==> src/rtl/clk_div_pkg.sv <==
// clk_div_pkg: shared FSM states, minimum period and configuration clamping.
package clk_div_pkg;
  typedef enum logic [1:0] {IDLE, RUN, STOP} state_e;
  localparam int unsigned MIN_PERIOD = 2;
  function automatic logic [31:0] clamp_p(input logic [31:0] p);
    return (p < MIN_PERIOD) ? MIN_PERIOD : p;
  endfunction
  function automatic logic [31:0] clamp_h(input logic [31:0] p, input logic [31:0] h);
    return (h == 32'd0) ? 32'd1 : (h >= p) ? p - 32'd1 : h;
  endfunction
endpackage

==> src/rtl/clk_div_cfg_shadow.sv <==
// clk_div_cfg_shadow: valid/ready capture of clamped P/H into a pending slot, copied to active on apply.
module clk_div_cfg_shadow
  import clk_div_pkg::*;
#(
  parameter int unsigned CNT_W      = 16,
  parameter int unsigned DEF_PERIOD = 500,
  parameter int unsigned DEF_HIGH   = 250
) (
  input  logic             clk,
  input  logic             rst_n,
  input  logic             cfg_valid,
  output logic             cfg_ready,
  input  logic [CNT_W-1:0] cfg_period,
  input  logic [CNT_W-1:0] cfg_high,
  input  logic             apply,
  output logic [CNT_W-1:0] act_period,
  output logic [CNT_W-1:0] act_high
);
  logic             pend_q, pend_d;
  logic [CNT_W-1:0] pend_p_q, pend_p_d, pend_h_q, pend_h_d;
  logic [CNT_W-1:0] act_p_q, act_p_d, act_h_q, act_h_d;
  logic [CNT_W-1:0] p_eff, h_eff;
  logic             hs, upd;
  assign p_eff      = CNT_W'(clamp_p(32'(cfg_period)));
  assign h_eff      = CNT_W'(clamp_h(32'(p_eff), 32'(cfg_high)));
  assign cfg_ready  = !pend_q;
  assign hs         = cfg_valid && cfg_ready;
  assign upd        = apply && pend_q;
  assign act_period = act_p_q;
  assign act_high   = act_h_q;
  // hs and upd are exclusive, so a capture never lands on its own apply cycle
  always_comb begin
    pend_d   = hs ? 1'b1 : upd ? 1'b0 : pend_q;
    pend_p_d = hs ? p_eff : pend_p_q;
    pend_h_d = hs ? h_eff : pend_h_q;
    act_p_d  = upd ? pend_p_q : act_p_q;
    act_h_d  = upd ? pend_h_q : act_h_q;
  end
  always_ff @(posedge clk) begin
    if (!rst_n) begin
      pend_q   <= 1'b0;
      pend_p_q <= '0;
      pend_h_q <= '0;
      act_p_q  <= CNT_W'(DEF_PERIOD);
      act_h_q  <= CNT_W'(DEF_HIGH);
    end else begin
      pend_q   <= pend_d;
      pend_p_q <= pend_p_d;
      pend_h_q <= pend_h_d;
      act_p_q  <= act_p_d;
      act_h_q  <= act_h_d;
    end
  end
endmodule

==> src/rtl/clk_div_prog.sv <==
// clk_div_prog: programmable-period/high-time clock divider with edge strobes and glitch-free reconfiguration.
module clk_div_prog
  import clk_div_pkg::*;
#(
  parameter int unsigned CNT_W      = 16,
  parameter int unsigned DEF_PERIOD = 500,
  parameter int unsigned DEF_HIGH   = 250
) (
  input  logic             clk,
  input  logic             rst_n,
  input  logic             en,
  input  logic             cfg_valid,
  output logic             cfg_ready,
  input  logic [CNT_W-1:0] cfg_period,
  input  logic [CNT_W-1:0] cfg_high,
  output logic             div_clk,
  output logic             tick_rise,
  output logic             tick_fall,
  output logic             busy
);
  state_e           state_q, state_d;
  logic [CNT_W-1:0] cnt_q, cnt_d, per, hi;
  logic             div_q, div_d, rise_q, rise_d, fall_q, fall_d;
  logic             bnd, last, apply;
  clk_div_cfg_shadow #(.CNT_W(CNT_W), .DEF_PERIOD(DEF_PERIOD), .DEF_HIGH(DEF_HIGH)) u_shadow (
    .clk       (clk),
    .rst_n     (rst_n),
    .cfg_valid (cfg_valid),
    .cfg_ready (cfg_ready),
    .cfg_period(cfg_period),
    .cfg_high  (cfg_high),
    .apply     (apply),
    .act_period(per),
    .act_high  (hi)
  );
  assign bnd       = cnt_q == per - 1'b1;
  assign last      = cnt_q + 1'b1 == hi;
  assign apply     = state_q == IDLE || bnd;
  assign div_clk   = div_q;
  assign tick_rise = rise_q;
  assign tick_fall = fall_q;
  assign busy      = state_q != IDLE;
  always_comb begin
    state_d = state_q;
    cnt_d   = cnt_q;
    div_d   = div_q;
    rise_d  = 1'b0;
    fall_d  = 1'b0;
    if (state_q == IDLE) begin
      cnt_d   = '0;
      div_d   = en;
      rise_d  = en;
      state_d = en ? RUN : IDLE;
    end else if (bnd) begin
      cnt_d   = '0;
      state_d = (en && state_q == RUN) ? RUN : IDLE;
      div_d   = state_d == RUN;
      rise_d  = div_d;
    end else begin
      cnt_d   = cnt_q + 1'b1;
      div_d   = last ? 1'b0 : div_q;
      fall_d  = last;
      state_d = en ? RUN : STOP;
    end
  end
  always_ff @(posedge clk) begin
    if (!rst_n) begin
      state_q <= IDLE;
      cnt_q   <= '0;
      div_q   <= 1'b0;
      rise_q  <= 1'b0;
      fall_q  <= 1'b0;
    end else begin
      state_q <= state_d;
      cnt_q   <= cnt_d;
      div_q   <= div_d;
      rise_q  <= rise_d;
      fall_q  <= fall_d;
    end
  end
endmodule

==> config.mk <==
export PLATFORM = sky130hd
export DESIGN_NAME = clk_div_prog
export DESIGN_NICKNAME = d
export VERILOG_FILES = /design/src/rtl/clk_div_pkg.sv /design/src/rtl/clk_div_cfg_shadow.sv /design/src/rtl/clk_div_prog.sv
export SDC_FILE = /design/constraint.sdc
export NUM_CORES = 1
export LEC_CHECK = 0
export ABC_CLOCK_PERIOD_IN_PS = 7600
export BUFFER_PORTS_ARGS = -buffer_cell sky130_fd_sc_hd__buf_4
export CAP_MARGIN = 40
export CORE_UTILIZATION = 41
export CTS_CLUSTER_DIAMETER = 60
export CTS_CLUSTER_SIZE = 40
export DETAILED_ROUTE_END_ITERATION = 12
export PLACE_DENSITY_LB_ADDON = 0.1
export SLEW_MARGIN = 25
export SYNTH_ARGS = -nofsm -noshare
export SYNTH_HDL_FRONTEND = slang
export SYNTH_SLANG_ARGS = --single-unit
==> constraint.sdc <==
create_clock -name clk -period 7.6 [get_ports clk]
set_input_delay 0.38 -clock clk [delete_from_list [all_inputs] [get_ports clk]]
set_output_delay 0.38 -clock clk [all_outputs]
set_load 0.01 [all_outputs]
# After elaboration in Yosys (flattened, before gate mapping)
# Index checks and enable logic that the tools add are counted.
[totals]
romBits = 0
elab_cells = 46
input_bits = 36
latch_bits = 0
reg_bits = 86
ramBits = 0
output_inout_bits = 5
mem_count = 0
[op_classes]
n_mul = 0
div = 0
reduce_logical = 11
magnitude_cmp = 2
add_sub_neg = 3
n_eq_ne = 4
mux = 15
shift = 0
bitwise_logic = 1
[op_table]
columns = ["op", "count"]
rows = [
  ["$mux W16", 3],
  ["$eq A16 B16 Y1", 2],
  ["$sub A16 B1 Y16 const B", 2],
  ["$add A16 B1 Y16 const B", 1],
  ["$ge A16 B16 Y1", 1],
  ["$logic_not A16 Y1", 1],
  ["$lt A16 B2 Y1 const B", 1],
  ["$mux W1", 9],
  ["$mux W2", 3],
  ["$reduce_bool A2 Y1", 2],
  ["$logic_and A1 B1 Y1", 3],
  ["$reduce_bool A3 Y1", 1],
  ["$reduce_or A3 Y1", 1],
  ["$eq A2 B1 Y1 const B", 1],
  ["$logic_not A2 Y1", 1],
  ["$eq A1 B1 Y1 const B", 1],
  ["$logic_not A1 Y1", 1],
  ["$logic_or A1 B1 Y1", 1],
  ["$not A1 Y1", 1],
]

# Longest topological paths before layout
[logic_depth]
depth_word = 6
depth_mapped = 14
mapped_depth_nobuf = 13

# Hierarchy
# From an unflattened synthesis, not the netlist that was laid out.
[hier_totals]
cells_unflattened = 625
area_unflattened_um2 = 5037.3
[by_module_without_submodules]
columns = ["mod", "area_each_um2", "seq_area_each_um2", "cells_each", "instances"]
rows = [
  ["clk_div_cfg_shadow", 3254.4, 1301.2, 398, 1],
  ["clk_div_prog", 1783.0, 420.4, 227, 1],
]

# Least setup slack after synthesis
# No wires, ideal clock.
[synth_timing]
kind = "input-to-reg"
from = "in cfg_period[5]"
to = "reg u_shadow.pend_h_q[0]"
stages = 14
t_arrival_ns = 3.942
setup_ns = 0.126
setup_slack_ns = 3.532
path_buffers = 1
required_time_ns = 7.474
cell_sequence = "or4_1 -> nor4_1 -> nand3_1 -> o21ai_0 -> inv_1 -> ha_1 -> nand2b_1 -> a21oi_1 -> o21a_1 -> o21ai_0 -> a21oi_1 -> clkbuf_1 -> mux2i_1 -> a21oi_1"
[synth_via]
elab_chain_cells = 5
word_cells_on_any_way = 6
cone_classes = "add/sub (1); order compare (2); mux (3)"
[synth_rtl]
columns = ["item", "line_no", "text"]
rows = [
  ["from (decl)", "clk_div_prog.sv:14", "input logic [CNT_W-1:0] cfg_period,"],
  ["$lt A16 B2 Y1 (*)", "clk_div_pkg.sv:6", "return (p < MIN_PERIOD) ? MIN_PERIOD : p;"],
  ["$mux W16 (*)", "clk_div_pkg.sv:6", ""],
  ["via u_shadow.p_eff[0]", "clk_div_cfg_shadow.sv:22", "logic [CNT_W-1:0] p_eff, h_eff;"],
  ["$sub A16 B1 Y16 / $ge A16 B16 Y1 (equally long branches)", "clk_div_pkg.sv:9", "return (h == 32'd0) ? 32'd1 : (h >= p) ? p - 32'd1 : h;"],
  ["$mux W16 (*) (2 in a row)", "clk_div_pkg.sv:9", ""],
  ["to (signal assigned)", "clk_div_cfg_shadow.sv:49", "pend_h_q <= pend_h_d;"],
  ["to (decl)", "clk_div_cfg_shadow.sv:20", "logic [CNT_W-1:0] pend_p_q, pend_p_d, pend_h_q, pend_h_d;"],
]
# The timed path passes the listed nets; every way through them passes the cells marked *.
# A chain may end at the register's enable or synchronous reset.

# Final worst setup path
[layout_timing]
from = "in cfg_period[5]"
to = "reg u_shadow.pend_h_q[11]"
# Same word-level chain as after synthesis.

==> results.md <==
- Summed over all failing endpoints, the final setup total negative slack is 0 ns.
- Between clock sinks in the finished design, the worst skew comes to 0.00649 ns.
- The setup slack at placement is ~3.3 ns.
- The met1 track demand over resource in global routing is 0.289.
- The power density over cell area is 182 nW/um^2.
- STA classifies the critical path endpoint as a flop.
- At the pin with the least slew margin, the transition time is between 0.7 and 0.8 ns.
- The longest clock path from root to sink contains 2 buffers.
- The residual antenna-violating net count after detailed routing is 0.
- The capture point of the critical path is u_shadow.pend_h_q[11].
- Of the cells placed in the final design, the portion with a size suffix greater than 1 is 0.132.
- The min-delay analysis places its worst path in the category input port to flop.
- The total buffers and inverters traversed by the critical path is 3.
- The share of flip-flops with an asynchronous set or reset after synthesis is 0.
- The non-filler instance count after layout is between 800 and 900.
- The setup violation total in the final timing report is 0.
- The path type of the worst setup path is input port to flop.
- The die covers 13100 sq um.
- The total nets after synthesis is around 670.
- The number of global-route vias before repair was roughly 4200.
- The post-route fraction of the period consumed by the critical path is 0.524.
- The count of inserted antenna diode cells is 0.
- Entering global routing, the biggest net connects 47 pins.
- The worst path in the final design needs a cycle of around 4 ns, including I/O delays and setup.
- Based on the critical path, the design can be clocked at up to about 250 MHz.
- TritonCTS created 9 clock buffers.
- The average routed wire per standard cell is 17.2 microns.
- After the first detailed-routing iteration, the DRC count stood at 207.
- The data required time at the worst endpoint is 7.80 ns.
- The total area inside the core boundary comes to between 10000 and 15000 sq um.
- The mean area per synthesized cell is approximately 8.4 sq um.
- The master of the slowest instance on the critical path is or4_1.
- For this run, global-route usage on met2 was measured as 0.359.
- The H-tree level count is 3.
- Of all cell types, the one taking the most synthesized area is dfxtp_1.
- The Yosys step of the flow raised 0 warnings.
- Walking the worst path, the cells encountered are buf_4 -> or4_1 -> nor4_1 -> nand3_1 -> o21ai_0 -> inv_1 -> ha_1 -> nand2b_1 -> a21oi_1 -> o21a_1 -> o21ai_0 -> a21oi_2 -> buf_6 -> mux2i_1 -> o21ai_0.
- Yosys attributes the largest share of cell area to dfxtp_1, nand2_1, mux2i_1.
- The floorplan step set the die width to about 110 microns.
- The final layout contains routed wiring with a total length of ~14000 microns.
- On the worst path, the slowest cell contributes a delay of about 0.60 ns.
- The critical path crosses 15 cells after its start point.
- For this run, global-route usage on met3 was measured as 0.0455.
- The number of antenna violations at the first check in global routing is 0.
- In the layout the commonest cells are nand2_1, dfxtp_1, buf_4.
- The global-route total usage across every layer is 0.224.
- The weighted congestion at the end of routability-driven global placement is 0.916.
- The worst register-to-register path ends at u_shadow.act_high[9].
- In this run the cell area of the synthesized design comes to a little over 5000 sq um.
- The clock reaches the later pin of the worst-skew pair after 0.34 ns.
- Headroom to the max-slew limit came out at 0.522.
- The quantity of gates resized following cts is 0.
- The initial utilization of the core area, before any placement, comes to 0.425.
- The count of buffers added by post-CTS timing repair for setup is 0.
- From synthesis to final layout, the design area changed by 12.2%.
- The final-report hold violation count came to 0.
- The first global-routing pass estimated about 22000 microns of wire.
- TritonCTS built the clock tree.
- The depth of the worst register-to-register path is 10.
- Along the worst path, the maximum fanout reaches 9.
- Counting flops and latches in the post-synthesis netlist gives 86.
- The final-report max-slew violation count is 0.
- Once routing completed, OpenROAD measured the worst setup slack at about 3.6 ns.
- Among all flip-flop cells after synthesis, the most frequent one is dfxtp_1.
- The number of different library cells in the post-synthesis netlist is 68.
- Summing all non-filler instances in the final layout gives an area of approximately 5800 sq um.
- Setup slack on the worst reg-to-reg path comes out at approximately 3.8 ns.
- Detailed routing inserted a total of around 4400 vias.
- Across the run, the number of max-cap violations was 0.
- The run finished with clean final reports.
- Setup repair after global routing left no endpoint under its margin.
- In the routed design, unresolved DRC markers number 0.
- The global routing stage identified its most utilized layer as met2.
- Tracing the worst setup path back leads to its startpoint at cfg_period[5].
- The number of enable-type register cells in the synthesized netlist is 0.
- The worst setup path is launched from an input port.
- During placement, the flow inserted port buffers numbering 40.
- The number of nets at the end of the flow is around 690.
- The origin of the critical flop-to-flop path is u_shadow.act_period[0].
- The first TritonRoute pass finished after 5 iterations.
- The sink count of the clock tree is 86.
- Hold repair after CTS inserted 0 buffers.
- The share of synthesized area in the top cell type comes to 0.333.
- STA puts the critical path data arrival time at between 4 and 5 ns.
- During I/O placement, the number of pins put on the boundary was between 40 and 50.
- The commonest non-fill, non-tap cell in the layout is nand2_1.
- The total chip power is between 0.001 and 0.0015 W.
- The sequential-to-total area share from yosys stat is 0.333.
- The number of placed instances, taps included, is a little under 800.
- IR analysis of the VDD net gives a maximum drop of roughly 0.092 mV.
- The sum of net half-perimeters after detailed placement is ~11000 microns.
- The clock-pin transition on the worst setup and hold timing paths is around 0.060 ns.
- The most repeated library cell on the critical path is o21ai_0.
- The number of standard cells after synthesis is around 610.
- The placed instance area is 5520 sq um.
- The placement row count is 40.
- On the critical path the largest part of the delay comes from compound AO/OA/AOI/OAI gates.
- The y dimension of the die is between 100 and 150 microns.
- Summed over all layers, the global routing overflow is 0.
- The cell leakage power is 2.20 nW.
- CTS placed an instance of clkbuf_16 at the clock tree root.
- The vias per cell is about 5.5.
-- registers in the layout (all words and copies together), names as in the netlist --
register and cells:
u_shadow.pend_q 1, state_q 2, u_shadow.pend_h_q 16, u_shadow.pend_p_q 16, tick_fall 1, div_clk 1
tick_rise 1, u_shadow.act_period 16, u_shadow.act_high 16, cnt_q 16
-- kinds of logic (layout without fill, tap and decap cells) --
logic type	after synthesis	after routing	synth area share
mux	37	37	0.0717
fa+ha+maj	19	19	0.0460
flops	86	86	0.333
xor+xnor	57	57	0.0993
compound gates	118	118	0.164
simple gates	231	231	0.222
buf+inv	65	87	0.0632
-- final cells by class --
| cell class | count | area, sq um |
|---|---|---|
| fill | 1204 | 6360 |
| multi-input combinational | 462 | 3130 |
| sequential | 86 | 1720 |
| timing repair buffer | 46 | 367 |
| clock buffer | 10 | 229 |
| tap | 168 | 210 |
| inverter | 25 | 93.8 |
| clock inverter | 6 | 46.3 |
-- metrics by stage --
step	hold WS, ns	utilization
floorplan	0.419	-
global placement	0.439	0.450
detailed placement	0.442	0.454
CTS	0.187	0.476
global route	0.198	0.477
finish	0.198	0.477
-- cells in the mapped netlist (all sizes together), types with 14 or more instances --
cell    number
nand3       14
ha          19
o211a       14
dfxtp       86
nand2       99
nor2        39
xnor2       39
nor4        19
clkbuf      29
o21ai       27
inv         25
nor3        14
xor2        17
mux2i       37
a21oi       25
-- how the worst min path moves through the flow --
stage,cells past startpoint,from,slack [ns],end
final,2,en,0.20,state_q[1]
after CTS,2,en,0.19,state_q[1]
after global placement,1,state_q[1],0.44,state_q[0]
after floorplan,1,state_q[1],0.42,state_q[0]
after detailed placement,2,u_shadow.pend_h_q[15],0.44,u_shadow.pend_h_q[15]
after global routing,2,en,0.20,state_q[1]
-- report_power, final --
part           total (W)  switching [W]  internal, W
clock           0.000413       0.000189     0.000224
sequential      0.000492      0.0000194     0.000472
combinational   0.000152      0.0000821    0.0000699
total            0.00106       0.000291     0.000766
-- layer usage --
metal  share of wire  routed length (microns)
met1            0.46                     6390
met2            0.45                     6260
met3           0.049                      683
met4           0.035                      481
met5               0                        0
-- worst reg2reg max path, stage by stage (launching register included) --
cell and delay (ns):
dfxtp_1 0.38, inv_1 0.09, ha_1 0.35, nor3b_2 0.48, nand3_1 0.15, or3_2 0.48
nand3_1 0.11, nand4b_1 0.52, o21ai_4 0.76, buf_16 0.24, mux2i_1 0.20
Power figures use the tool's default switching activity.
